### src/rtl/shift_seq_ctrl_pkg.sv
// Shared types and helpers for the iterative logarithmic shifter sequencer.
package shift_pkg;

    typedef enum logic [1:0] {
        OP_SLL  = 2'b00,
        OP_SRL  = 2'b01,
        OP_SRA  = 2'b10,
        OP_RSVD = 2'b11
    } shift_op_t;

    typedef enum logic [1:0] {
        ST_IDLE  = 2'd0,
        ST_SHIFT = 2'd1,
        ST_DONE  = 2'd2
    } shift_state_t;

    localparam int WIDTH_DEF = 32;
    localparam int SHAMT_W   = $clog2(WIDTH_DEF);

    // Widest datapath bit_reverse can serve; callers zero-extend into this
    // width and use the low w bits of the result.
    localparam int REV_MAX_W = 128;
    localparam int REV_IDX_W = $clog2(REV_MAX_W);

    // Reverses the low w bits of v; bits at and above w come back as zero.
    function automatic logic [REV_MAX_W-1:0] bit_reverse(
        input logic [REV_MAX_W-1:0] v,
        input int unsigned          w
    );
        logic [REV_MAX_W-1:0] r;
        logic [REV_IDX_W-1:0] idx;
        r = '0;
        for (int i = 0; i < REV_MAX_W; i++) begin
            if (i < int'(w)) begin
                idx  = REV_IDX_W'(int'(w) - 1 - i);
                r[i] = v[idx];
            end
        end
        return r;
    endfunction

endpackage

### src/rtl/shift_seq_ctrl_var_stage.sv
// Single shared shift stage: right shift by 2^k with an external fill bit.

// Basic 1-bit 2:1 mux cell used to build the stage.
module mux2x1_1b (
    input  logic a,
    input  logic b,
    input  logic sel,
    output logic y
);

    // sel=0 passes a, sel=1 passes b.
    assign y = sel ? b : a;

endmodule

// The stage is a cascade of SHAMT_W mux rows, one per power of two. Exactly
// one row is enabled by the decoded k, so the cascade performs a single shift
// of 2^k; an out-of-range k leaves every row transparent.
module shift_var_stage #(
    parameter int WIDTH   = 32,
    parameter int SHAMT_W = $clog2(WIDTH),
    parameter int KW      = (SHAMT_W > 1) ? $clog2(SHAMT_W) : 1
) (
    input  logic [WIDTH-1:0] din,
    input  logic [KW-1:0]    k,
    input  logic             fill,
    output logic [WIDTH-1:0] dout
);

    logic [SHAMT_W-1:0]            sel;
    logic [SHAMT_W:0][WIDTH-1:0]   lvl;

    // One-hot row enable from the stage index.
    always_comb begin
        sel = '0;
        for (int j = 0; j < SHAMT_W; j++) begin
            sel[j] = (k == KW'(j));
        end
    end

    assign lvl[0] = din;

    for (genvar j = 0; j < SHAMT_W; j++) begin : g_row
        localparam int DIST = 1 << j;
        for (genvar i = 0; i < WIDTH; i++) begin : g_bit
            logic shifted;
            if (i + DIST < WIDTH) begin : g_src
                assign shifted = lvl[j][i+DIST];
            end else begin : g_fill
                assign shifted = fill;
            end
            mux2x1_1b u_mux (
                .a   (lvl[j][i]),
                .b   (shifted),
                .sel (sel[j]),
                .y   (lvl[j+1][i])
            );
        end
    end

    assign dout = lvl[SHAMT_W];

endmodule

### src/rtl/shift_seq_ctrl.sv
// Multi-cycle shift sequencer: walks one shared right-shift stage through
// weights 2^(SHAMT_W-1) .. 1, so every request takes exactly SHAMT_W cycles.
//
//   state   | meaning
//   --------+--------------------------------------------------------------
//   IDLE    | ready for a request; capture operand, shamt, op and fill
//   SHIFT   | one stage step per cycle, k counts down SHAMT_W-1 .. 0
//   DONE    | result presented, held until the consumer takes it
//
// Left shifts are done as right shifts on the bit-reversed operand; the
// reserved op is sequenced like SRL with a zero shift amount so the operand
// passes through unchanged and the error flag is raised.
module shift_seq_ctrl #(
    parameter int WIDTH   = 32,
    parameter int SHAMT_W = $clog2(WIDTH)
) (
    input  logic               clk,
    input  logic               rst_n,
    input  logic               in_valid,
    output logic               in_ready,
    input  logic [1:0]         in_op,
    input  logic [WIDTH-1:0]   in_operand,
    input  logic [SHAMT_W-1:0] in_shamt,
    output logic               out_valid,
    input  logic               out_ready,
    output logic [WIDTH-1:0]   out_result,
    output logic               out_err,
    output logic               busy
);

    import shift_pkg::*;

    localparam int KW = (SHAMT_W > 1) ? $clog2(SHAMT_W) : 1;

    localparam logic [1:0] S_IDLE  = ST_IDLE;
    localparam logic [1:0] S_SHIFT = ST_SHIFT;
    localparam logic [1:0] S_DONE  = ST_DONE;

    localparam logic [KW-1:0] K_START = KW'(SHAMT_W - 1);

    logic [1:0]         state_q;
    logic [1:0]         state_d;
    logic [KW-1:0]      k_q;
    logic [WIDTH-1:0]   work_q;
    logic [SHAMT_W-1:0] shamt_q;
    shift_op_t          op_q;
    logic               fill_q;
    logic               err_q;

    logic               accept;
    logic               last_step;
    shift_op_t          in_op_e;
    logic [WIDTH-1:0]   stage_out;
    logic [WIDTH-1:0]   capture_val;

    logic [REV_MAX_W-1:0] rev_in_wide;
    logic [REV_MAX_W-1:0] rev_out_wide;
    logic                 unused_rev;

    assign in_op_e   = shift_op_t'(in_op);
    assign accept    = (state_q == S_IDLE) && in_valid;
    assign last_step = (k_q == '0);

    // Bit reversal for left shifts, applied at capture and again at output.
    assign rev_in_wide  = bit_reverse(REV_MAX_W'(in_operand), WIDTH);
    assign rev_out_wide = bit_reverse(REV_MAX_W'(work_q), WIDTH);
    assign unused_rev   = ^{rev_in_wide[REV_MAX_W-1:WIDTH], rev_out_wide[REV_MAX_W-1:WIDTH]};

    assign capture_val = (in_op_e == OP_SLL) ? rev_in_wide[WIDTH-1:0] : in_operand;

    shift_var_stage #(
        .WIDTH   (WIDTH),
        .SHAMT_W (SHAMT_W),
        .KW      (KW)
    ) u_stage (
        .din  (work_q),
        .k    (k_q),
        .fill (fill_q),
        .dout (stage_out)
    );

    // Next-state decode; DONE never accepts, even with out_ready high.
    always_comb begin
        state_d = state_q;
        case (state_q)
            S_IDLE:  if (in_valid)  state_d = S_SHIFT;
            S_SHIFT: if (last_step) state_d = S_DONE;
            S_DONE:  if (out_ready) state_d = S_IDLE;
            default: state_d = S_IDLE;
        endcase
    end

    // State register with synchronous reset.
    always_ff @(posedge clk) begin
        if (!rst_n) begin
            state_q <= S_IDLE;
        end else begin
            state_q <= state_d;
        end
    end

    // Request capture, per-step shifting and the step down-counter.
    always_ff @(posedge clk) begin
        if (!rst_n) begin
            k_q     <= K_START;
            work_q  <= '0;
            shamt_q <= '0;
            op_q    <= OP_SRL;
            fill_q  <= 1'b0;
            err_q   <= 1'b0;
        end else if (accept) begin
            k_q     <= K_START;
            work_q  <= capture_val;
            op_q    <= in_op_e;
            // Reserved op shifts by nothing so the operand comes back as-is.
            shamt_q <= (in_op_e == OP_RSVD) ? '0 : in_shamt;
            // Fill is frozen here; the stage never looks at the live MSB.
            fill_q  <= (in_op_e == OP_SRA) ? in_operand[WIDTH-1] : 1'b0;
            err_q   <= (in_op_e == OP_RSVD);
        end else if (state_q == S_SHIFT) begin
            if (shamt_q[k_q]) begin
                work_q <= stage_out;
            end
            k_q <= last_step ? K_START : (k_q - KW'(1));
        end
    end

    // Handshake and result presentation.
    always_comb begin
        in_ready   = (state_q == S_IDLE);
        out_valid  = (state_q == S_DONE);
        busy       = (state_q == S_SHIFT) || (state_q == S_DONE);
        out_result = (op_q == OP_SLL) ? rev_out_wide[WIDTH-1:0] : work_q;
        out_err    = err_q;
    end

endmodule

### config.mk
export PLATFORM = sky130hd
export DESIGN_NAME = shift_seq_ctrl
export DESIGN_NICKNAME = d
export VERILOG_FILES = /design/src/rtl/shift_seq_ctrl_pkg.sv /design/src/rtl/shift_seq_ctrl_var_stage.sv /design/src/rtl/shift_seq_ctrl.sv
export SDC_FILE = /design/constraint.sdc
export NUM_CORES = 1
export LEC_CHECK = 0
export ABC_CLOCK_PERIOD_IN_PS = 2800
export BUFFER_PORTS_ARGS = -buffer_cell sky130_fd_sc_hd__buf_4
export CAP_MARGIN = 25
export CORE_MARGIN = 2
export CORE_UTILIZATION = 40
export DETAILED_ROUTE_END_ITERATION = 6
export HOLD_SLACK_MARGIN = 0.12
export SYNTH_ARGS = -nofsm -noshare
export SYNTH_HDL_FRONTEND = slang
export SYNTH_SLANG_ARGS = --single-unit
### constraint.sdc
create_clock -name clk -period 2.8 [get_ports clk]
set_input_delay 0 -clock clk [delete_from_list [all_inputs] [get_ports clk]]
set_output_delay 0 -clock clk [all_outputs]
set_load 0.02 [all_outputs]
======== Word level (Yosys, flattened, before mapping) ========
Index checks and enable logic that the tools add are counted.
storage, ports and cells
  flip-flop bits (word level) ............. 46
  bits of input ports ..................... 43
cells by class
  add/subtract/negate cells ............... 1
  $lt $le $gt $ge ......................... 1
  equal/unequal tests ..................... 11
  multiplexer cells ....................... 174
  bitwise logic cells ..................... 1
  reduce and logical (&&, ||, !) cells .... 13
operators with widths
  cell                                                   number
  two-way mux 1 bit                                      162
  two-way mux 32 bit                                     5
  equality test 2 bit, second input constant             3
  equality test 3 x 2 -> 1 bit, second input constant    2
  logical NOT 2 bit                                      3
  two-way mux 2 bit                                      3
  one-hot mux 2 bit (3 select lines)                     1
  AND reduction 3 bit                                    2
  nonzero test 6 bit                                     1
  two-way mux 5 bit                                      1
  < comparator 3 x 4 -> 1 bit, second input constant     1
  inequality test 2 bit, second input constant           2
  nonzero test 2 bit                                     2
  binary-select mux 1 bit (select 3 bit)                 1
  equality test 3 x 1 -> 1 bit, second input constant    1
  equality test 3 bit, second input constant             1
  logical NOT 3 bit                                      1
  two-way mux 3 bit                                      1
  subtractor 3 x 1 -> 3 bit, second input constant       1
  equality test 2 x 1 -> 1 bit, second input constant    1
  inequality test 2 x 1 -> 1 bit, second input constant  1
  AND reduction 2 bit                                    1
  OR reduction 2 bit                                     1
  logical AND 1 bit                                      1
  2 further kinds                                        2

======== Depth between registers and ports, before layout ========
Gate-level depths: netlist (run 1).
  word-level depth ........................ 9
  depth in mapped cells ................... 9
  depth with buffers taken out ............ 7

======== By module ========
A second synthesis (run 1) with hierarchy kept.
second synthesis, totals
  cell total of the unflattened synthesis .. 535
  area total of the unflattened synthesis .. 6080.8 µm²
modules (own cells, without submodules)
  module           instances  cells each  area an instance (µm²)  sequential area each (µm²)
  shift_seq_ctrl   1          338         3400.8                  920.9
  mux2x1_1b        160        1           15.0                    0.0
  shift_var_stage  1          37          277.8                   0.0

======== Least setup slack after synthesis (run 1) ========
No wires, ideal clock.
  path kind ............................... flip-flop to flip-flop
  start point ............................. register state_q[0]
  end point ............................... register work_q[0]
  arrival time ............................ 2.023 ns
  required time ........................... 2.681 ns
  slack ................................... 0.659 ns
  stages on the path, launching flop included .. 10
  cell sequence ........................... dfxtp_1 > inv_1 > ha_1 > and2_1 > clkbuf_1 > a21o_1 > a2bb2oi_4 > buf_6 > o21ai_1 > o221a_1
on the way
  longest elaborated chain between the ends .. 4
  elaborated cells between the ends (all ways) .. 8
RTL lines
  element                                                             RTL line               source
  start, declared                                                     shift_seq_ctrl.sv:41   logic [1:0] state_q;
  start signal, assigned                                              shift_seq_ctrl.sv:98   state_q <= state_d;
  logical NOT 2 bit *                                                 -
  named net in_ready                                                  shift_seq_ctrl.sv:20   output logic in_ready,
  logical AND 1 bit *                                                 shift_seq_ctrl.sv:61   assign accept = (state_q == S_IDLE) && in_valid;
  nonzero test 6 bit (no line) or nonzero test 2 bit (tied branches)  -
  AND reduction 3 bit (no line)                                       -
  end signal, assigned                                                shift_seq_ctrl.sv:113  work_q <= capture_val;
  end signal, assigned                                                shift_seq_ctrl.sv:122  work_q <= stage_out;
  end, declared                                                       shift_seq_ctrl.sv:44   logic [WIDTH-1:0] work_q;
Mark *: on every way through the listed nets, which the timed path passes. The rest lies on a longest branch.
A chain may end at the register's enable or synchronous reset.

======== Final worst setup path (run 1) ========
  start point ............................. register k_q[1]
  end point ............................... register work_q[28]
on the way
  longest elaborated chain between the ends .. 9
  elaborated cells between the ends (all ways) .. 18
RTL lines
  element                         RTL line                        source
  start, declared                 shift_seq_ctrl.sv:43            logic [KW-1:0] k_q;
  start signal, assigned          shift_seq_ctrl.sv:124           k_q <= last_step ? K_START : (k_q - KW'(1));
  logical NOT 3 bit               shift_seq_ctrl_var_stage.sv:37  sel[j] = (k == KW'(j));
  two-way mux 1 bit (5 in a row)  shift_seq_ctrl_var_stage.sv:12  assign y = sel ? b : a;
  two-way mux 32 bit              shift_seq_ctrl.sv:121           if (shamt_q[k_q]) begin
  two-way mux 32 bit              shift_seq_ctrl.sv:120           end else if (state_q == S_SHIFT) begin
  two-way mux 32 bit              shift_seq_ctrl.sv:111           end else if (accept) begin
Parallel ways exist; a longest one is shown, timed or not. The select of a mux whose other input is x is not followed.

==> results of run 1 <==
[layout make-up]
cell class              count  area (µm²)
well taps                 136       170.2
clock buffers               5       68.82
clock inverters             3       48.80
multi-input cells         457        3039
inverters                  11       41.29
flip-flops and latches     46       925.9
repair buffers            115       938.4
fillers                  1031        5184
[cell usage in the layout (no fill, tap or decap), types with 6 or more instances in the layout]
cell and instances:
o21ai_0 29, o21ai_1 17, dfxtp_1 44, nor2b_1 7, o22ai_1 7, inv_1 11
nand3_1 16, a21oi_1 53, dlygate4sd3_1 20, nand2b_1 7, nor3_1 13, nor2_1 33
a31oi_1 7, a221oi_1 6, a22oi_1 12, mux2_2 32, nand2_1 94, buf_4 93
o221ai_1 7, mux2i_1 23
[sequential cells by signal, summed over array words and instances, names as in the netlist]
register and count:
k_q 3, work_q 32, state_q 2, shamt_q 5, fill_q 1, out_err 1, op_q 2
[per-layer routing]
metal	wire (µm)	vias to the layer above	track usage (%)
met5	0	-	0
met4	534	0	10.62
met3	1515	45	3.995
met2	7462	280	45.33
met1	7218	2269	40.17
li1	-	2235	-
[report_power, final]
group / leakage, nW / internal [mW] / switching, mW
clock: 0.0563 / 0.273 / 0.276
combinational: 1.62 / 1.37 / 1.84
sequential: 0.378 / 0.854 / 0.554
total: 2.05 / 2.50 / 2.67
[metrics by stage]
step,util [%],power [mW]
after global placement,47.04,4.470
after detailed placement,47.04,4.479
after global routing,50.23,5.460
final,50.23,5.164
after CTS,50.09,5.069
after floorplan,-,3.434
[tightest hold or removal path: stages]
cell     delay [ns]
buf_4          0.11
nand2_1        0.05
a21oi_1        0.06
a21oi_1        0.11
a21oi_1        0.07
[path summary, 6_finish.rpt]
| kind | to | slack [ns] | cells past startpoint |
|---|---|---|---|
| worst max-delay path | work_q[28]$_SDFFE_PN0P_ | 0.18 | 7 |
| worst min-delay path | work_q[27]$_SDFFE_PN0P_ | 0.12 | 5 |
| worst max register to register | work_q[28]$_SDFFE_PN0P_ | 0.18 | 7 |
| worst min register to register | out_err$_SDFFE_PN0P_ | 0.47 | 2 |
[what timing repair did]
action                                 CTS  global route
setup endpoints to repair                0             1
hold buffers                            20             0
endpoints found under the hold margin   32             0
gates resized for setup                  0             4
[kinds of logic (layout without fill, tap and decap cells)]
family	Yosys count	after routing	share of synthesized area, %
multiplexers	62	62	16.88
buffers and inverters	72	134	8.297
AND/OR/NAND/NOR	197	197	20.95
flip-flops	46	46	21.35
AO/OA/AOI/OAI	193	193	31.07
adder cells (fa/ha/maj)	5	5	1.451
==> results.env, run 1 <==
CTS_SETUP_BUFFERS=0
TIMING.HOLD.WS_NS=0.1215
COREAREA_UM2=10420
GRT_START_MAX_NET_PINS=37
LAYOUT.CELLS.NON_FILLER=773
MIN_PERIOD_OVER_PERIOD_PCT=93.62
RSZ0062_AT_GRT='false'
SYNTH_SEQ_AREA_SHARE_PCT=21.35
MAXCAPVIOLCOUNT=0
TIMING.SETUP.TNS_NS=0
TRITONCTS='yes'
SYNTHTOPCELLSBYAREA='dfxtp_1, mux2_2, nand2_1'
CORE.ROWCOUNT=37
FIRST_PASS_GRT_WIRE_LENGTH_UM=25620
VIASPERCELL=6.247
TRACK_USAGE_PCT=28.89
SYNTH-WARNING-COUNT=0
FINALSETUPVIOLATIONS=0
ANTENNA-DIODE-COUNT=0
FINALWEIGHTEDCONGESTION=0.9756
WORSTHOLDSTART='in_operand[4]'
TOTAL_LEAKAGE_POWER_nW=2.054
PRE_CTS_WS_NS=0.4835
IOPINCOUNT=79
HPWLAFTERDP_UM=11790
CTS.REPORTEDPATHS.CLKPINSLEW_NS=0.10
DPL-INSTANCE-AREA_UM2=4900
LAYOUT-AREA-OVERHEAD-VS-SYNTH_PCT=21.32
SYN_INST=575
NETLIST-CELL-TYPE-COUNT=68
TIMING.CRITICAL_PATH.SLOWEST_STAGE_CELL='dfxtp_2'
WORST_SETUP_PATH_START_KIND='flip-flop'
I_O_BUFFERS=78
YS_ASYNC_SR_FRACTION_PCT=0
ANT_NETS=0
TIMING_WORST_SLEW_PIN_VALUE_NS=0.9295
POSTSYNTHREGISTERBITS=46
SETUP.WORST_PATH.END_CLASS='flip-flop'
FIRST_GLOBAL_VIAS=4507
FINAL_MAX_SLEW_VIOL_COUNT=0
YOSYS.AREA.TOP_TYPE='dfxtp_1'
DRC=0
SYNTHESIS.NETS=623
FINALCLOCKSKEW_NS=0.009306
YOSYS.AREA.TOP_TYPE_SHARE_PCT=21.35
DESIGN.DIE.AREA_UM2=11630
HOLDCRITPATHCLASS='in2reg'
SETUP_SLACK_NS=0.1787
CTS_ROOT_BUF='clkbuf_8'
REGTOREGSTARTPOINT='k_q[1]$_SDFFE_PP0N_'
FIN_NETS=684
CRITICAL_PATH_REQUIRED_NS=3.02
CHIPWIDTH_UM=107.8
CELL_AREA_POWER_DENSITY_nW_PER_UM2=987.0
STARTPOINT='k_q[1]$_SDFFE_PP0N_'
POST_SYNTH_INSTANCE_AREA_UM2=4313
DRT_ITER0_MARKERS=451
CLKSINKCOUNT=46
SYN_AREA_PER_CELL_UM2=7.501
DETAIL_ROUTE.WL_PER_CELL_UM=21.64
ROUTED_WIRELENGTH_UM=16730
SYNTH_COMMON_CELLS='nand2_1, a21oi_1, dfxtp_1'
HTREE_NUM_LEVELS=2
DIE_Y_UM=107.8
FINALHOLDVIOLCOUNT=0
ANTENNA_FOUND_INITIAL=0
STATUS='complete, no violations'
WORST_SKEW_PAIR.LATE_LATENCY_NS=0.32
CRITICAL_PATH.N_BUFFERS_INVERTERS=2
CRITPATHTOPFAMILY='buffers and inverters'
POST-ROUTE-CELL-AREA_UM2=5233
IR_WORST_VDD_uV=467.9
TIMING.FMAX_MHz=381.5
GRT.OVERFLOW.TOTAL=0
CP.ARRIVAL_NS=2.84
SYNTHMOSTINSTANTIATEDCELL='nand2_1'
WORSTPATHMAXFANOUT=26
CRIT_PATH_CELL_TRACE='mux2_2 > o2bb2ai_4 > a2bb2oi_4 > buf_12 > nand2_1 > o21ai_1 > dlygate4sd3_1'
CTS.PATH.MAX_BUFFERS=2
YS_DOMINANT_REG_CELL='dfxtp_1'
DP.CELLS=745
DRIVE_ABOVE_1_SHARE_PCT=25.12
TIMING_WORST_SETUP_PATH_TYPE='reg2reg'
MAXSLEWHEADROOM_PCT=37.96
FINAL.MIN_CLOCK_PERIOD_NS=2.621
INITIAL_UTIL_PCT=41.41
CTS-BUFFERS-INSERTED=5
ROUTE.VIAS.TOTAL=4829
SYNTH-EDFF-COUNT=0
MAX_STAGE_DELAY_NS=0.66
DETAILEDROUTE.FIRSTPASSITERATIONCOUNT=7
(Power assumes the default switching activity.)
==> run 2: changes to the inputs <==
Settings changed: ABC_CLOCK_PERIOD_IN_PS 2800 to 2300.
Clock period 2.8 ns to 2.3 ns, I/O delays scaled along.
==> run 2 against run 1 <==
Hold slack improved by 0.0083 ns. Global-route usage rose by 0.85 points. Routed wire length rose by 2.2%. Sequential cell count did not move.
==> results.env, run 2 (synthesis gave the netlist of run 1 again) <==
ROUTED_WIRELENGTH_UM=17110  # was 16730 µm
DETAIL_ROUTE.WL_PER_CELL_UM=21.90  # was 21.64 µm
ANTENNA_FOUND_INITIAL=0  # unchanged
LAYOUT.CELLS.NON_FILLER=781  # was 773
CRITPATHTOPFAMILY='compound AO/OA/AOI/OAI gates'  # was buffers and inverters
WORST_SETUP_PATH_START_KIND='flip-flop'  # unchanged
DESIGN.DIE.AREA_UM2=11630  # unchanged
TIMING.CRITICAL_PATH.SLOWEST_STAGE_CELL='dfxtp_2'  # unchanged
MIN_PERIOD_OVER_PERIOD_PCT=89.73  # was 93.62%
ROUTE.VIAS.TOTAL=4886  # was 4829
CTS_SETUP_BUFFERS=0  # unchanged
COREAREA_UM2=10420  # unchanged
INITIAL_UTIL_PCT=41.41  # unchanged
DPL-INSTANCE-AREA_UM2=5047  # was 4900 µm²
REGISTERS.TOP_BY_FF_COUNT='work_q'  # unchanged
I_O_BUFFERS=78  # unchanged
CLKSINKCOUNT=46  # unchanged
LARGESTREGISTERS='work_q x32, shamt_q x5, k_q x3'  # unchanged
CP.ARRIVAL_NS=2.30  # was 2.84 ns
TRACK_USAGE_PCT=29.74  # was 28.89%
TIMING.SETUP.TNS_NS=0  # unchanged
CORE.ROWCOUNT=37  # unchanged
DIE_Y_UM=107.8  # unchanged
DRIVE_ABOVE_1_SHARE_PCT=26.51  # was 25.12%
WORSTPATHMAXFANOUT=27  # was 26
SETUP.WORST_PATH.END_CLASS='flip-flop'  # unchanged
FILLCELLCOUNT=1023  # was 1031
SETUP_SLACK_NS=0.2363  # was 0.1787 ns
ANT_NETS=0  # unchanged
HOLDCRITPATHCLASS='in2reg'  # unchanged
FINALHOLDVIOLCOUNT=0  # unchanged
TIMING.HOLD.WS_NS=0.1298  # was 0.1215 ns
DP.CELLS=758  # was 745
FINALWEIGHTEDCONGESTION=0.9824  # was 0.9756
FIN_NETS=693  # was 684
MOST_FREQUENT_STANDARD_CELL_IN_THE_LAYOUT_EXCLUDING_FILL_AND_TAP_CELLS='buf_4'  # was nand2_1
DETAILEDROUTE.FIRSTPASSITERATIONCOUNT=5  # was 7
FINAL.MIN_CLOCK_PERIOD_NS=2.064  # was 2.621 ns
TOTAL_LEAKAGE_POWER_nW=2.098  # was 2.054 nW
HTREE_NUM_LEVELS=2  # unchanged
HPWLAFTERDP_UM=12350  # was 11790 µm
MAXSLEWHEADROOM_PCT=58.83  # was 37.96%
CRIT_TOP_CELL='a21oi_1'
FINALSETUPVIOLATIONS=0  # unchanged
TIMING_WORST_SETUP_PATH_TYPE='reg2reg'  # unchanged
CTS.REPORTEDPATHS.CLKPINSLEW_NS=0.10  # about the same
GRT.OVERFLOW.TOTAL=0  # unchanged
CRIT_PATH_CELL_TRACE='buf_12 > mux2i_2 > o2bb2ai_4 > o22ai_4 > buf_4 > a21oi_1 > a21oi_1'  # was mux2_2 > o2bb2ai_4 > a2bb2oi_4 > buf_12 > nand2_1 > o21ai_1 > dlygate4sd3_1
POST-ROUTE-CELL-AREA_UM2=5288  # was 5233 µm²
LARGEST_REGISTER_FFS=32  # unchanged
VIASPERCELL=6.256  # was 6.247
IR_WORST_VDD_uV=658.0  # was 467.9 µV
MAX_STAGE_DELAY_NS=0.44  # was 0.66 ns
CTS-BUFFERS-INSERTED=5  # unchanged
FINALCLOCKSKEW_NS=0.01076  # was 0.009306 ns
CHIPWIDTH_UM=107.8  # unchanged
LAYOUT-AREA-OVERHEAD-VS-SYNTH_PCT=22.60  # was 21.32%
CRITICAL_PATH.N_BUFFERS_INVERTERS=2  # unchanged
WORST_SKEW_PAIR.LATE_LATENCY_NS=0.31  # was 0.32 ns
IOPINCOUNT=79  # unchanged
MAXCAPVIOLCOUNT=0  # unchanged
STATUS='complete, no violations'  # unchanged
PRE_CTS_WS_NS=0.2968  # was 0.4835 ns
FIRST_GLOBAL_VIAS=4708  # was 4507
CTS.PATH.MAX_BUFFERS=2  # unchanged
TIMING.FMAX_MHz=484.6  # was 381.5 MHz
FINAL_MAX_SLEW_VIOL_COUNT=0  # unchanged
CRITICAL_PATH_REQUIRED_NS=2.54  # was 3.02 ns
FIRST_PASS_GRT_WIRE_LENGTH_UM=26300  # was 25620 µm
DRC=0  # unchanged
CELL_AREA_POWER_DENSITY_nW_PER_UM2=1189  # was 987.0 nW/µm²
RSZ0062_AT_GRT='false'  # unchanged
CTSRESIZECOUNT=0  # unchanged
DRT_ITER0_MARKERS=529  # was 451
ANTENNA-DIODE-COUNT=0  # unchanged
TIMING_WORST_SLEW_PIN_VALUE_NS=0.6169  # was 0.9295 ns
LAYOUT_COMMON_CELLS='buf_4, nand2_1, a21oi_1'  # was nand2_1, buf_4, a21oi_1
CTS_ROOT_BUF='clkbuf_8'  # unchanged
GRT_START_MAX_NET_PINS=53  # was 37
TRITONCTS='yes'  # unchanged
run 2: layout make-up:
class / count / area [µm²] / share of cell area (%)
inverters: 11 / 41.29 / 0.7809
well taps: 136 / 170.2 / 3.218
flip-flops and latches: 46 / 923.4 / 17.46
multi-input cells: 457 / 3039 / 57.48
clock inverters: 1 / 7.507 / 0.1420
clock buffers: 6 / 72.57 / 1.372
repair buffers: 124 / 1033 / 19.55
run 2: final timing paths:
check                       endpoint  cells past startpoint                 start  slack [ns]
max           work_q[5]$_SDFFE_PN0P_                      7   k_q[1]$_SDFFE_PP0N_        0.24
min          work_q[17]$_SDFFE_PN0P_                      5        in_operand[14]        0.13
max reg2reg   work_q[5]$_SDFFE_PN0P_                      7   k_q[1]$_SDFFE_PP0N_        0.24
min reg2reg     out_err$_SDFFE_PN0P_                      2  out_err$_SDFFE_PN0P_        0.47
run 2: metrics by stage:
stage	util (%)	power, mW
after global routing	50.76	6.607
after CTS	50.76	6.179
after floorplan	-	4.181
after global placement	48.46	5.619
after detailed placement	48.46	5.626
final	50.76	6.287
run 2: where the power goes:
part | switching, mW | internal [mW]
sequential | 0.573 | 1.04
clock | 0.305 | 0.210
combinational | 2.39 | 1.77
total | 3.27 | 3.02
run 2: metal layers:
layer / track usage, % / vias up / wire length (µm)
met5: 0 / - / 0
met4: 14.93 / 0 / 868
met3: 4.479 / 56 / 1499
met2: 46.45 / 305 / 7485
met1: 39.70 / 2276 / 7253
li1: - / 2249 / -
run 2: what timing repair did:
item                                    4_1_cts  5_1_grt
hold buffers                                 16        0
endpoints found under the hold margin        33        0
endpoints found under the setup margin        0        0
run 2: worst register-to-register path, delay by kind of cell (launching register included):
family          cells  cell delay, ns
buf+inv             2            0.45
flops               1            0.44
mux                 1            0.33
compound gates      4            0.78
==> run 3: changes to the inputs <==
Settings changed: SYNTH_HIERARCHICAL set to 1.
==> run 3 against run 2 <==
Synthesized cell count down 7.0%. Synthesized area is 41% higher. Core utilization grew 2.2 points. Clock skew shrank 0.0054 ns. Critical path depth grew 3. Register-to-register slack got worse by 0.68 ns. The flow now finishes with violations (setup timing). Non-clock buffer count increased by 41. Final area up 51%. Clock-buffer cell count stayed put. Worst setup slack worse by 0.68 ns. Clock power rose by 58%.
==> results.env, run 3 <==
TOTAL_LEAKAGE_POWER_nW=3.207  # was 2.098 nW
ROUTE.VIAS.TOTAL=4629  # was 4886
STATUS='complete, but fails checks'  # was complete, no violations
DETAILEDROUTE.FIRSTPASSITERATIONCOUNT=5  # unchanged
FINALSETUPVIOLATIONS=32  # was 0
ANTENNA-DIODE-COUNT=0  # unchanged
REGTOREGSTARTPOINT='k_q[1]$_SDFFE_PP0N_'  # unchanged
MOST_FREQUENT_STANDARD_CELL_IN_THE_LAYOUT_EXCLUDING_FILL_AND_TAP_CELLS='mux2_4'  # was buf_4
DP.CELLS=784  # was 758
IOPINCOUNT=79  # unchanged
TIMING_WORST_SETUP_PATH_TYPE='reg2reg'  # unchanged
CRIT_TOP_CELL='mux2_4'  # was a21oi_1
WORSTREG2REGEND='work_q[4]$_SDFFE_PN0P_'  # was work_q[5]$_SDFFE_PN0P_
SETUP_SLACK_NS=-0.4403  # was 0.2363 ns
FIRST_PASS_GRT_WIRE_LENGTH_UM=26320  # was 26300 µm
CP.ARRIVAL_NS=2.89  # was 2.30 ns
REGISTER_AREA_UM2=929.6  # was 923.4 µm²
SYNTHESIS.NETS=584  # was 623
LAYOUT.CELLS.NON_FILLER=827  # was 781
WORSTPATHMAXFANOUT=8  # was 27
GRT_START_MAX_NET_PINS=65  # was 53
CTS.REPORTEDPATHS.CLKPINSLEW_NS=0.07  # was 0.10 ns
MULTI_INPUT_COMB_AREA_UM2=5077  # was 3039 µm²
CRITICAL_PATH_REQUIRED_NS=2.45  # was 2.54 ns
MAXSLEWHEADROOM_PCT=36.50  # was 58.83%
CHIPWIDTH_UM=127.3  # was 107.8 µm
GRT.OVERFLOW.TOTAL=0  # unchanged
TOTAL_POWER_mW=7.470  # was 6.287 mW
SETUP.REG_TO_REG.WORST_SLACK_NS=-0.44  # was 0.24 ns
FILLCELLCOUNT=1235  # was 1023
MIN_PERIOD_OVER_PERIOD_PCT=119.1  # was 89.73%
FINAL_MAX_SLEW_VIOL_COUNT=0  # unchanged
IR_WORST_VDD_uV=380.5  # was 658.0 µV
TRITONCTS='yes'  # unchanged
YS_DOMINANT_REG_CELL='dfxtp_1'  # unchanged
WORST_SKEW_PAIR.LATE_LATENCY_NS=0.30  # was 0.31 ns
VIASPERCELL=5.597  # was 6.256
SYN_AREA_PER_CELL_UM2=11.37  # was 7.501 µm²
FINALWEIGHTEDCONGESTION=0.8324  # was 0.9824
LARGESTREGISTERS='work_q x32, shamt_q x5, k_q x3'  # unchanged
DRC=0  # unchanged
TRACK_USAGE_PCT=20.73  # was 29.74%
POSTSYNTHREGISTERBITS=46  # unchanged
SYN_INST=535  # was 575
LAYOUT-AREA-OVERHEAD-VS-SYNTH_PCT=30.88  # was 22.60%
VIOLATIONS='setup timing'
I_O_BUFFERS=78  # unchanged
CTS.PATH.MAX_BUFFERS=2  # unchanged
CRITICAL_PATH.N_BUFFERS_INVERTERS=2  # unchanged
ROUTED_WIRELENGTH_UM=17310  # was 17110 µm
SYNTH_COMMON_CELLS='mux2_4, dfxtp_1, nor2b_1'  # was nand2_1, a21oi_1, dfxtp_1
SETUP.WORST_PATH.END_CLASS='flip-flop'  # unchanged
TIMING.CRITICAL_PATH.SLOWEST_STAGE_CELL='dfxtp_4'  # was dfxtp_2
CELL_AREA_POWER_DENSITY_nW_PER_UM2=938.5  # was 1189 nW/µm²
TIMING.FMAX_MHz=364.9  # was 484.6 MHz
FIRST_GLOBAL_VIAS=4614  # was 4708
CRIT_PATH_CELL_TRACE='nor3_4 > buf_4 > buf_6 > mux2_4 > mux2_4 > mux2_4 > mux2_4 > mux2_4 > o21ai_4 > o31ai_4'  # was buf_12 > mux2i_2 > o2bb2ai_4 > o22ai_4 > buf_4 > a21oi_1 > a21oi_1
YOSYS.AREA.TOP_TYPE_SHARE_PCT=39.75  # was 21.35%
DRT_ITER0_MARKERS=246  # was 529
COREAREA_UM2=15030  # was 10420 µm²
FINALCLOCKSKEW_NS=0.005403  # was 0.01076 ns
ANT_NETS=0  # unchanged
REGISTERS.TOP_BY_FF_COUNT='work_q'  # unchanged
CTS-BUFFERS-INSERTED=5  # unchanged
HPWLAFTERDP_UM=12670  # was 12350 µm
DIE_Y_UM=127.3  # was 107.8 µm
SYNTH_SEQ_AREA_SHARE_PCT=15.14  # was 21.35%
TIMING_WORST_SLEW_PIN_VALUE_NS=0.9525  # was 0.6169 ns
CTS_ROOT_BUF='clkbuf_16'  # was clkbuf_8
DRIVE_ABOVE_1_SHARE_PCT=66.51  # was 26.51%
R2R_CELLS=10  # was 7
FINAL.MIN_CLOCK_PERIOD_NS=2.740  # was 2.064 ns
CRITPATHTOPFAMILY='multiplexers'  # was compound AO/OA/AOI/OAI gates
YS_ASYNC_SR_FRACTION_PCT=0  # unchanged
MAXCAPVIOLCOUNT=0  # unchanged
TIMING.HOLD.WS_NS=0.1145  # was 0.1298 ns
CORE.ROWCOUNT=45  # was 37
WORSTHOLDSTART='in_operand[24]'  # was in_operand[14]
SYNTHTOPCELLSBYAREA='mux2_4, dfxtp_1, o31ai_4'  # was dfxtp_1, mux2_2, nand2_1
DETAIL_ROUTE.WL_PER_CELL_UM=20.93  # was 21.90 µm
NETLIST-CELL-TYPE-COUNT=38  # was 68
LARGEST_REGISTER_FFS=32  # unchanged
RSZ0062_AT_GRT='true'  # was false
CLKSINKCOUNT=46  # unchanged
FINALHOLDVIOLCOUNT=0  # unchanged
PRE_CTS_WS_NS=-0.3961  # was 0.2968 ns
HTREE_NUM_LEVELS=2  # unchanged
SYNTH-WARNING-COUNT=6  # was 0
YOSYS.AREA.TOP_TYPE='mux2_4'  # was dfxtp_1
WORST_SETUP_PATH_START_KIND='flip-flop'  # unchanged
HOLD_END='work_q[7]$_SDFFE_PN0P_'  # was work_q[17]$_SDFFE_PN0P_
SYNTH-EDFF-COUNT=0  # unchanged
ANTENNA_FOUND_INITIAL=0  # unchanged
HOLDCRITPATHCLASS='in2reg'  # unchanged
FIN_NETS=687  # was 693
LAYOUT_COMMON_CELLS='mux2_4, buf_4, dfxtp_1'  # was buf_4, nand2_1, a21oi_1
DESIGN.DIE.AREA_UM2=16200  # was 11630 µm²
MAX_STAGE_DELAY_NS=0.36  # was 0.44 ns
SYNTHMOSTINSTANTIATEDCELL='mux2_4'  # was nand2_1
HOLD_PATH_DEPTH=3  # was 5
POST_SYNTH_INSTANCE_AREA_UM2=6081  # was 4313 µm²
INITIAL_UTIL_PCT=40.45  # was 41.41%
-- run 3: cell types whose count changed in the layout (fill, tap and decap cells not counted), sizes merged, moves of 8 or more --
cell,before,now
mux2,33,193
nand2,94,9
a21oi,53,3
buf,108,145
nand4,0,32
nor2b,7,39
nor2,37,6
o31ai,3,32
a211oi,4,32
mux2i,24,4
nand3,16,3
o21ai,46,33
nor3,13,1
o22ai,8,0
-- run 3: cell type report --
| class | count | area share [%] |
|---|---|---|
| clock inverters | 2 | 0.1729 |
| inverters | 6 | 0.2830 |
| repair buffers | 165 | 19.23 |
| clock buffers | 6 | 1.886 |
| multi-input cells | 414 | 63.80 |
| well taps | 188 | 2.956 |
| flip-flops and latches | 46 | 11.68 |
-- run 3: cell families (layout without fill, tap and decap cells) --
logic type | after synthesis | after routing | synth area share [%]
AOI/OAI and AO/OA | 110 | 110 | 19.30
adders and majority gates | 6 | 6 | 1.235
buffers and inverters | 75 | 179 | 7.737
DFF | 46 | 46 | 15.14
muxes | 197 | 197 | 46.34
and+or+nand+nor | 101 | 101 | 10.25
-- run 3: per-stage QoR --
step                area [µm²]  utilization (%)  TNS (ns)
floorplan                 6579                -    -38.23
global placement          7391            49.16    -11.30
detailed placement        7391            49.16    -11.84
CTS                       7765            51.65    -12.20
global route              7959            52.94    -15.02
finish                    7959            52.94    -12.95
-- run 3: worst max-delay path by stage --
stage / from / endpoint / slack [ns] / cells past startpoint
after global routing: k_q[1]$_SDFFE_PP0N_ / work_q[4]$_SDFFE_PN0P_ / -0.49 / 10
after global placement: k_q[0]$_SDFFE_PP0N_ / work_q[27]$_SDFFE_PN0P_ / -0.38 / 10
after detailed placement: k_q[0]$_SDFFE_PP0N_ / work_q[15]$_SDFFE_PN0P_ / -0.40 / 10
after CTS: k_q[1]$_SDFFE_PP0N_ / work_q[22]$_SDFFE_PN0P_ / -0.41 / 9
after floorplan: k_q[0]$_SDFFE_PP0N_ / work_q[16]$_SDFFE_PN0P_ / -1.20 / 9
final: k_q[1]$_SDFFE_PP0N_ / work_q[4]$_SDFFE_PN0P_ / -0.44 / 10
-- run 3: timing repair --
item	in CTS	in global routing
pin swaps	0	6
hold buffers	16	0
gates resized for setup	0	4
gates cloned	0	5
setup endpoints to repair	32	32
buffers inserted	5	9
endpoints found under the hold margin	16	0
-- run 3: worst min-delay path, delay by kind of cell --
family	cells	cell delay, ns
compound gates	2	0.30
buf+inv	1	0.08
-- run 3: routing by layer --
layer  share of wire (%)  global-route usage, %  vias to the layer above
met1                  44                  29.40                     2300
met2                  49                  34.51                      108
met3                 5.2                  1.466                       12
met5                   0                      0                        -
li1                    -                      -                     2209
met4                 1.2                  4.654                        0
-- run 3: power by group --
group          switching (mW)  leakage, nW  internal [mW]
clock                   0.342       0.0824          0.472
combinational            2.60         2.75           2.77
sequential              0.278        0.377           1.00
total                    3.22         3.21           4.25
